==> src/rtl/axi_wr_burst_master.sv <==
// ---------------------------------------------------------------------------
// axi_wr_burst_master
//   AXI3 write master that streams samples into memory as fixed-length INCR
//   bursts. Issues AW/W, accepts B and forwards every accepted B handshake
//   (valid + resp) to a downstream response counter.
//
// Parameters
//   BURST_LEN  beats per burst (1..16); awlen = BURST_LEN-1
//   DATA_W     data width in bits; awsize = log2(DATA_W/8)
//   MAX_OUTST  max bursts with AW accepted but B not yet received (1..15)
//
// Ports
//   clk, rst_n                  clock, asynchronous active-low reset
//   start, base_addr, n_bursts  transfer request (latched only when idle)
//   din, din_valid, din_ready   sample stream in
//   aw*                         AXI write address channel
//   w*                          AXI write data channel (wdata = din)
//   bvalid, bresp, bready       AXI write response channel
//   resp_valid, resp            accepted B forwarded to response statistics
//   busy, done                  transfer in progress / 1-cycle completion
//   err                         sticky bus-error flag (optional build only)
//
// Optional build
//   AXI_WR_ERR_ABORT_EN: the first B with bresp[1]=1 sets err; no further
//   AWs are issued, already-accepted bursts are finished and drained, then
//   done pulses. Without it, errors are only forwarded on resp/resp_valid.
// ---------------------------------------------------------------------------
module axi_wr_burst_master #(
  parameter int BURST_LEN = 16,
  parameter int DATA_W    = 64,
  parameter int MAX_OUTST = 4
) (
  input  logic                clk,
  input  logic                rst_n,
  input  logic                start,
  input  logic [31:0]         base_addr,
  input  logic [15:0]         n_bursts,
  input  logic [DATA_W-1:0]   din,
  input  logic                din_valid,
  output logic                din_ready,
  output logic [31:0]         awaddr,
  output logic [3:0]          awlen,
  output logic [2:0]          awsize,
  output logic [1:0]          awburst,
  output logic                awvalid,
  input  logic                awready,
  output logic [DATA_W-1:0]   wdata,
  output logic [DATA_W/8-1:0] wstrb,
  output logic                wlast,
  output logic                wvalid,
  input  logic                wready,
  input  logic                bvalid,
  input  logic [1:0]          bresp,
  output logic                bready,
  output logic                resp_valid,
  output logic [1:0]          resp,
  output logic                busy,
  output logic                done
`ifdef AXI_WR_ERR_ABORT_EN
  ,
  output logic                err
`endif
);

  localparam int              BEAT_W      = (BURST_LEN > 1) ? $clog2(BURST_LEN) : 1;
  localparam logic [BEAT_W-1:0] LAST_BEAT = BEAT_W'(BURST_LEN - 1);
  localparam logic [31:0]     BURST_BYTES = 32'(BURST_LEN * (DATA_W / 8));
  localparam logic [3:0]      MAX_OUTST_C = 4'(MAX_OUTST);
  localparam logic [3:0]      AWLEN_C     = 4'(BURST_LEN - 1);
  localparam logic [2:0]      AWSIZE_C    = 3'($clog2(DATA_W / 8));

  // S_ADDR drives awvalid; S_WAIT covers both "outstanding window full" and
  // "all AWs issued, draining W/B".
  typedef enum logic [1:0] {
    S_IDLE = 2'd0,
    S_ADDR = 2'd1,
    S_WAIT = 2'd2
  } state_t;

  state_t              state_r;
  state_t              state_nx_s;
  logic                done_nx_s;
  logic                awvalid_r;
  logic                busy_r;
  logic                done_r;
  logic [31:0]         awaddr_r;
  logic [15:0]         n_bursts_r;
  logic [15:0]         aw_cnt_r;
  logic [15:0]         w_burst_cnt_r;
  logic [15:0]         b_cnt_r;
  logic [BEAT_W-1:0]   beat_cnt_r;
  logic [3:0]          outst_r;
  logic [3:0]          outst_nx_s;

  logic                start_ok_s;
  logic                aw_hs_s;
  logic                w_win_s;
  logic                w_hs_s;
  logic                b_hs_s;
  logic                aw_last_s;
  logic                all_aw_s;
  logic                b_last_s;
  logic                abort_s;

  assign start_ok_s = start && (state_r == S_IDLE);
  assign aw_hs_s    = awvalid_r && awready;
  // W may only run for bursts whose AW has already been accepted.
  assign w_win_s    = busy_r && (w_burst_cnt_r < aw_cnt_r);
  assign w_hs_s     = w_win_s && din_valid && wready;
  assign b_hs_s     = busy_r && bvalid;
  assign aw_last_s  = ((aw_cnt_r + 16'd1) == n_bursts_r);
  assign all_aw_s   = (aw_cnt_r == n_bursts_r);
  // This B is the last one owed for every AW issued so far.
  assign b_last_s   = b_hs_s && ((b_cnt_r + 16'd1) == aw_cnt_r);

`ifdef AXI_WR_ERR_ABORT_EN
  logic err_r;
  // An error B in the current cycle already blocks new AWs.
  assign abort_s = err_r || (b_hs_s && bresp[1]);
  assign err     = err_r;
`else
  assign abort_s = 1'b0;
`endif

  // Outstanding-burst count after this cycle's AW and B handshakes.
  always_comb begin
    outst_nx_s = outst_r;
    case ({aw_hs_s, b_hs_s})
      2'b10:   outst_nx_s = outst_r + 4'd1;
      2'b01:   outst_nx_s = outst_r - 4'd1;
      default: outst_nx_s = outst_r;
    endcase
  end

  // AW/transfer FSM next-state and done decode.
  always_comb begin
    state_nx_s = state_r;
    done_nx_s  = 1'b0;
    case (state_r)
      S_IDLE: begin
        if (start) begin
          if (n_bursts != 16'd0) begin
            state_nx_s = S_ADDR;
          end else begin
            done_nx_s = 1'b1;
          end
        end else begin
          state_nx_s = S_IDLE;
        end
      end
      S_ADDR: begin
        // awvalid is held until accepted; decide afterwards whether to go on.
        if (aw_hs_s) begin
          if (aw_last_s || abort_s || (outst_nx_s == MAX_OUTST_C)) begin
            state_nx_s = S_WAIT;
          end else begin
            state_nx_s = S_ADDR;
          end
        end else begin
          state_nx_s = S_ADDR;
        end
      end
      S_WAIT: begin
        if (b_last_s && (all_aw_s || abort_s)) begin
          state_nx_s = S_IDLE;
          done_nx_s  = 1'b1;
        end else if (!all_aw_s && !abort_s && (outst_nx_s < MAX_OUTST_C)) begin
          state_nx_s = S_ADDR;
        end else begin
          state_nx_s = S_WAIT;
        end
      end
      default: begin
        state_nx_s = S_IDLE;
      end
    endcase
  end

  // FSM state plus registered awvalid/busy/done.
  always_ff @(posedge clk or negedge rst_n) begin
    if (!rst_n) begin
      state_r   <= S_IDLE;
      awvalid_r <= 1'b0;
      busy_r    <= 1'b0;
      done_r    <= 1'b0;
    end else begin
      state_r   <= state_nx_s;
      awvalid_r <= (state_nx_s == S_ADDR);
      busy_r    <= (state_nx_s != S_IDLE);
      done_r    <= done_nx_s;
    end
  end

  // Address, burst/beat counters and outstanding tracking.
  always_ff @(posedge clk or negedge rst_n) begin
    if (!rst_n) begin
      awaddr_r      <= 32'd0;
      n_bursts_r    <= 16'd0;
      aw_cnt_r      <= 16'd0;
      w_burst_cnt_r <= 16'd0;
      b_cnt_r       <= 16'd0;
      beat_cnt_r    <= {BEAT_W{1'b0}};
      outst_r       <= 4'd0;
    end else if (start_ok_s) begin
      awaddr_r      <= base_addr;
      n_bursts_r    <= n_bursts;
      aw_cnt_r      <= 16'd0;
      w_burst_cnt_r <= 16'd0;
      b_cnt_r       <= 16'd0;
      beat_cnt_r    <= {BEAT_W{1'b0}};
      outst_r       <= 4'd0;
    end else begin
      if (aw_hs_s) begin
        awaddr_r <= awaddr_r + BURST_BYTES;
        aw_cnt_r <= aw_cnt_r + 16'd1;
      end else begin
        awaddr_r <= awaddr_r;
        aw_cnt_r <= aw_cnt_r;
      end
      if (w_hs_s) begin
        if (beat_cnt_r == LAST_BEAT) begin
          beat_cnt_r    <= {BEAT_W{1'b0}};
          w_burst_cnt_r <= w_burst_cnt_r + 16'd1;
        end else begin
          beat_cnt_r    <= beat_cnt_r + {{(BEAT_W-1){1'b0}}, 1'b1};
          w_burst_cnt_r <= w_burst_cnt_r;
        end
      end else begin
        beat_cnt_r    <= beat_cnt_r;
        w_burst_cnt_r <= w_burst_cnt_r;
      end
      if (b_hs_s) begin
        b_cnt_r <= b_cnt_r + 16'd1;
      end else begin
        b_cnt_r <= b_cnt_r;
      end
      outst_r <= outst_nx_s;
    end
  end

`ifdef AXI_WR_ERR_ABORT_EN
  // Sticky error flag, cleared by the next accepted start.
  always_ff @(posedge clk or negedge rst_n) begin
    if (!rst_n) begin
      err_r <= 1'b0;
    end else if (start_ok_s) begin
      err_r <= 1'b0;
    end else if (b_hs_s && bresp[1]) begin
      err_r <= 1'b1;
    end else begin
      err_r <= err_r;
    end
  end
`endif

  assign awaddr     = awaddr_r;
  assign awlen      = AWLEN_C;
  assign awsize     = AWSIZE_C;
  assign awburst    = 2'b01;
  assign awvalid    = awvalid_r;
  assign wdata      = din;
  assign wstrb      = {(DATA_W/8){1'b1}};
  assign wlast      = w_win_s && (beat_cnt_r == LAST_BEAT);
  assign wvalid     = w_win_s && din_valid;
  assign din_ready  = w_win_s && wready;
  assign bready     = busy_r;
  assign resp_valid = bvalid && busy_r;
  assign resp       = bresp;
  assign busy       = busy_r;
  assign done       = done_r;

endmodule
==> config.mk <==
export PLATFORM = sky130hd
export DESIGN_NAME = axi_wr_burst_master
export DESIGN_NICKNAME = d
export VERILOG_FILES = /design/src/rtl/axi_wr_burst_master.sv
export SDC_FILE = /design/constraint.sdc
export NUM_CORES = 1
export LEC_CHECK = 0
export BUFFER_PORTS_ARGS = -buffer_cell sky130_fd_sc_hd__buf_2
export CAP_MARGIN = 20
export CELL_PAD_IN_SITES_DETAIL_PLACEMENT = 1
export CELL_PAD_IN_SITES_GLOBAL_PLACEMENT = 2
export CORE_UTILIZATION = 30
export DETAILED_ROUTE_END_ITERATION = 8
export PLACE_DENSITY = 0.83
export SLEW_MARGIN = 5
export SYNTH_ARGS = -nofsm -noshare
export SYNTH_HDL_FRONTEND = slang
export SYNTH_SLANG_ARGS = --single-unit
==> constraint.sdc <==
create_clock -name clk -period 3.1 [get_ports clk]
set_input_delay 0.93 -clock clk [delete_from_list [all_inputs] [get_ports clk]]
set_output_delay 0.93 -clock clk [all_outputs]
set_load 0.01 [all_outputs]
==> impl_metrics.env <==
export IMPL_status="finished, violations left"
export IMPL_violations="setup timing"
export IMPL_grt_busiest_layer="met2"
export IMPL_synthTopCellsByArea="dfrtp_1 (36%), buf_4 (8.6%), xnor2_1 (6.6%)"
export IMPL_cp_max_fo=3
export IMPL_cap_viol_max_count=0
export IMPL_avgSynthCellArea_sq_um=9.07
export IMPL_synth_common_cells="dfrtp_1 (109), buf_4 (87), nand2_1 (71)"
export IMPL_fin_crit_sh=1.02
export IMPL_leakage_nw=3.55
export IMPL_antenna_left=0
export IMPL_layout_setup_ws_ns=-0.0671
export IMPL_clockRootBuffer="clkbuf_16"
export IMPL_drt_wl_total_mm=20.1
export IMPL_die_w_microns=161
export IMPL_ys_ff_latch=109
export IMPL_cp_end_kind="primary output"
export IMPL_synthesis_area_sq_um=7580
export IMPL_yosysSeqAreaShare=0.360
export IMPL_p_comb_frac=0.404
export IMPL_syn_inst=836
export IMPL_worst_pin_slew_ns=0.664
export IMPL_period_needed_ns=3.17
export IMPL_path_class="register to primary output"
export IMPL_fin_cells=1203
export IMPL_dp_hpwl_mm=15.1
export IMPL_cts_buffers=9
export IMPL_htree_levels=3
export IMPL_antenna_found_initial=0
export IMPL_antenna_cells=0
export IMPL_seq_power_share=0.398
export IMPL_yosys_area_top_type="dfrtp_1"
export IMPL_finalPower_w=0.00580
export IMPL_switching_power_w=0.00231
export IMPL_synthToLayoutAreaGrowth_pct=10.4
export IMPL_drc=0
export IMPL_max_freq_mhz=316
export IMPL_timing_rr_start="aw_cnt_r[5]"
export IMPL_multiInputGateArea_sq_um=4010
export IMPL_clock_path_buffers=2
export IMPL_grt_total_usage=0.161
export IMPL_clk_pin_slew_worst_paths_ns=0.08
export IMPL_dp_cells=1181
export IMPL_die_area_sq_um=25900
export IMPL_grt_pass1_vias=6344
export IMPL_clock_skew_ns=0.0128
export IMPL_rsz0062_at_grt="yes"
export IMPL_yosysWarnings=0
export IMPL_drt_iter0_drc=205
export IMPL_grt_max_degree=103
export IMPL_pwr_share_clk=0.198
export IMPL_synth_top_cell_area_share=0.360
export IMPL_yosysMostFrequentCell="dfrtp_1"
export IMPL_synth_distinct_cells=69
export IMPL_start_util=0.309
export IMPL_gp_congestion=0.819
export IMPL_rows=57
export IMPL_cp_required_ns=2.17
export IMPL_start_kind="register"
export IMPL_drive_above_1_share=0.239
export IMPL_die_h_microns=161
export IMPL_setup_viol=3
export IMPL_nFillCells=2919
export IMPL_async_flop_share=1.00
export IMPL_synth_edf_count=0
export IMPL_io_pins=244
export IMPL_finalHoldViolations=0
export IMPL_pre_cts_ws_ns=-0.116
export IMPL_postCtsHoldBufs=0
export IMPL_wl_per_cell_microns=16.7
export IMPL_power_per_cell_area_nw_per_um2=692
export IMPL_vias=6034
export IMPL_p_sw_frac=0.399
export IMPL_clk_latency_ns=0.37
export IMPL_routed_via_density=5.02
export IMPL_hp_class="input port to asynchronous set/reset pin"
export IMPL_use_met1=0.208
export IMPL_clock_sinks=109
export IMPL_relSlewSlack=0.556
export IMPL_port_buffers=94
export IMPL_core_area_sq_um=24500
export IMPL_dr_pass1_iters=4
export IMPL_drv_slew=0
export IMPL_cts_tree="yes"
export IMPL_grt_remaining_overflow=0
export IMPL_startpoint="w_burst_cnt_r[1]"
export IMPL_power_internal_w=0.00349
export IMPL_nets=1018
export IMPL_synth_ff_type="dfrtp_1"
export IMPL_seq_area_sq_um=2730
export IMPL_met2_usage=0.275
export IMPL_met3_usage=0.0272
export IMPL_vdd_drop_max_v=0.000384
export IMPL_grt_pass1_wl_mm=33.3
export IMPL_arrival_ns=2.24
[cell families after synthesis]
group	synth area share
AOI/OAI and AO/OA	0.111
other	0.000990
buffers and inverters	0.126
muxes	0.0419
adders and majority gates	0.0363
and+or+nand+nor	0.212
DFF	0.360
xor gates and xnor gates	0.112
[layout make-up]
cell class | count | share of cell area
Clock buffer | 11 | 0.0290
Clock inverter | 4 | 0.00418
Inverter | 24 | 0.0108
Multi-Input combinational cell | 590 | 0.479
Sequential cell | 109 | 0.326
Tap cell | 324 | 0.0484
Timing Repair Buffer | 141 | 0.103
[power by group through the flow]
stage                     registers (W)  logic (W)  clock network [W]
after floorplan                 0.00228    0.00160                  0
after global placement          0.00231    0.00225                  0
after detailed placement        0.00234    0.00233                  0
after CTS                       0.00231    0.00235            0.00117
after global routing            0.00237    0.00261            0.00123
final                           0.00231    0.00234            0.00115
[worst max-delay path: stages, from the launching register on]
cell and delay (ns):
dfrtp_1 0.42, ha_1 0.28, a21o_1 0.11, a211oi_2 0.07, o31a_1 0.34, o41a_1 0.37, and2_1 0.16, buf_2 0.13
[sequential cells by signal (all words and copies together) (netlist names)]
signal and flops:
awaddr 32, b_cnt_r 16, beat_cnt_r 4, outst_r 4
bready 1, n_bursts_r 16, state_r 2, awvalid 1
w_burst_cnt_r 16, done 1, aw_cnt_r 16
[repair_timing]
action                                  in CTS  in global routing
resized for setup                            6                 11
pin swaps                                    4                  1
endpoints found under the setup margin       3                  5
endpoints found under the hold margin        0                  0
buffers inserted                             2                  5
[path summary, 6_finish.rpt]
kind	cells past startpoint	endpoint	slack, ns
setup / recovery	7	din_ready	-0.07
hold / removal	1	b_cnt_r[13]	0.46
setup reg to reg	9	awvalid	0.25
hold reg to reg	1	awaddr[1]	0.51
max in group asynchronous	2	state_r[0]	1.90
min in group clk	1	awaddr[1]	0.51
[cell usage in the layout, fill, tap and decap left out, drive strengths merged, types with 3 or more instances in the layout]
| cell type | n |
|---|---|
| buf | 141 |
| xor2 | 40 |
| nor3b | 5 |
| a21oi | 33 |
| and4 | 8 |
| clkbuf | 11 |
| nor3 | 18 |
| nor4 | 16 |
| nand3 | 29 |
| a211oi | 3 |
| inv | 23 |
| dfrtp | 109 |
| and3 | 12 |
| nand4b | 3 |
| nor2b | 6 |
| nand4 | 26 |
| mux2i | 7 |
| a21o | 4 |
| a31oi | 4 |
| nand2 | 72 |
| ha | 22 |
| or4 | 16 |
| or3 | 6 |
| o31ai | 15 |
| mux2 | 22 |
| conb | 17 |
| clkinv | 5 |
| nand2b | 5 |
| xnor2 | 57 |
| o211ai | 3 |
| o21ai | 45 |
| and2 | 11 |
| nor2 | 58 |
[through the flow]
stage               utilization  TNS [ns]  hold WS, ns  area (sq um)
floorplan                     -         0        0.501          7640
global placement          0.325   -0.0538        0.487          7970
detailed placement        0.326    -0.224        0.496          7990
CTS                       0.338    -0.417        0.462          8300
global route              0.341    -0.536        0.472          8370
finish                    0.341    -0.189        0.461          8370
[routing by layer]
layer / share of wire / routed length (microns) / vias up
met5: 0 / 0 / -
met4: 0.017 / 348 / 0
met3: 0.031 / 616 / 24
met2: 0.49 / 9940 / 93
met1: 0.46 / 9200 / 3001
li1: - / - / 2916
(Power assumes the default switching activity.)
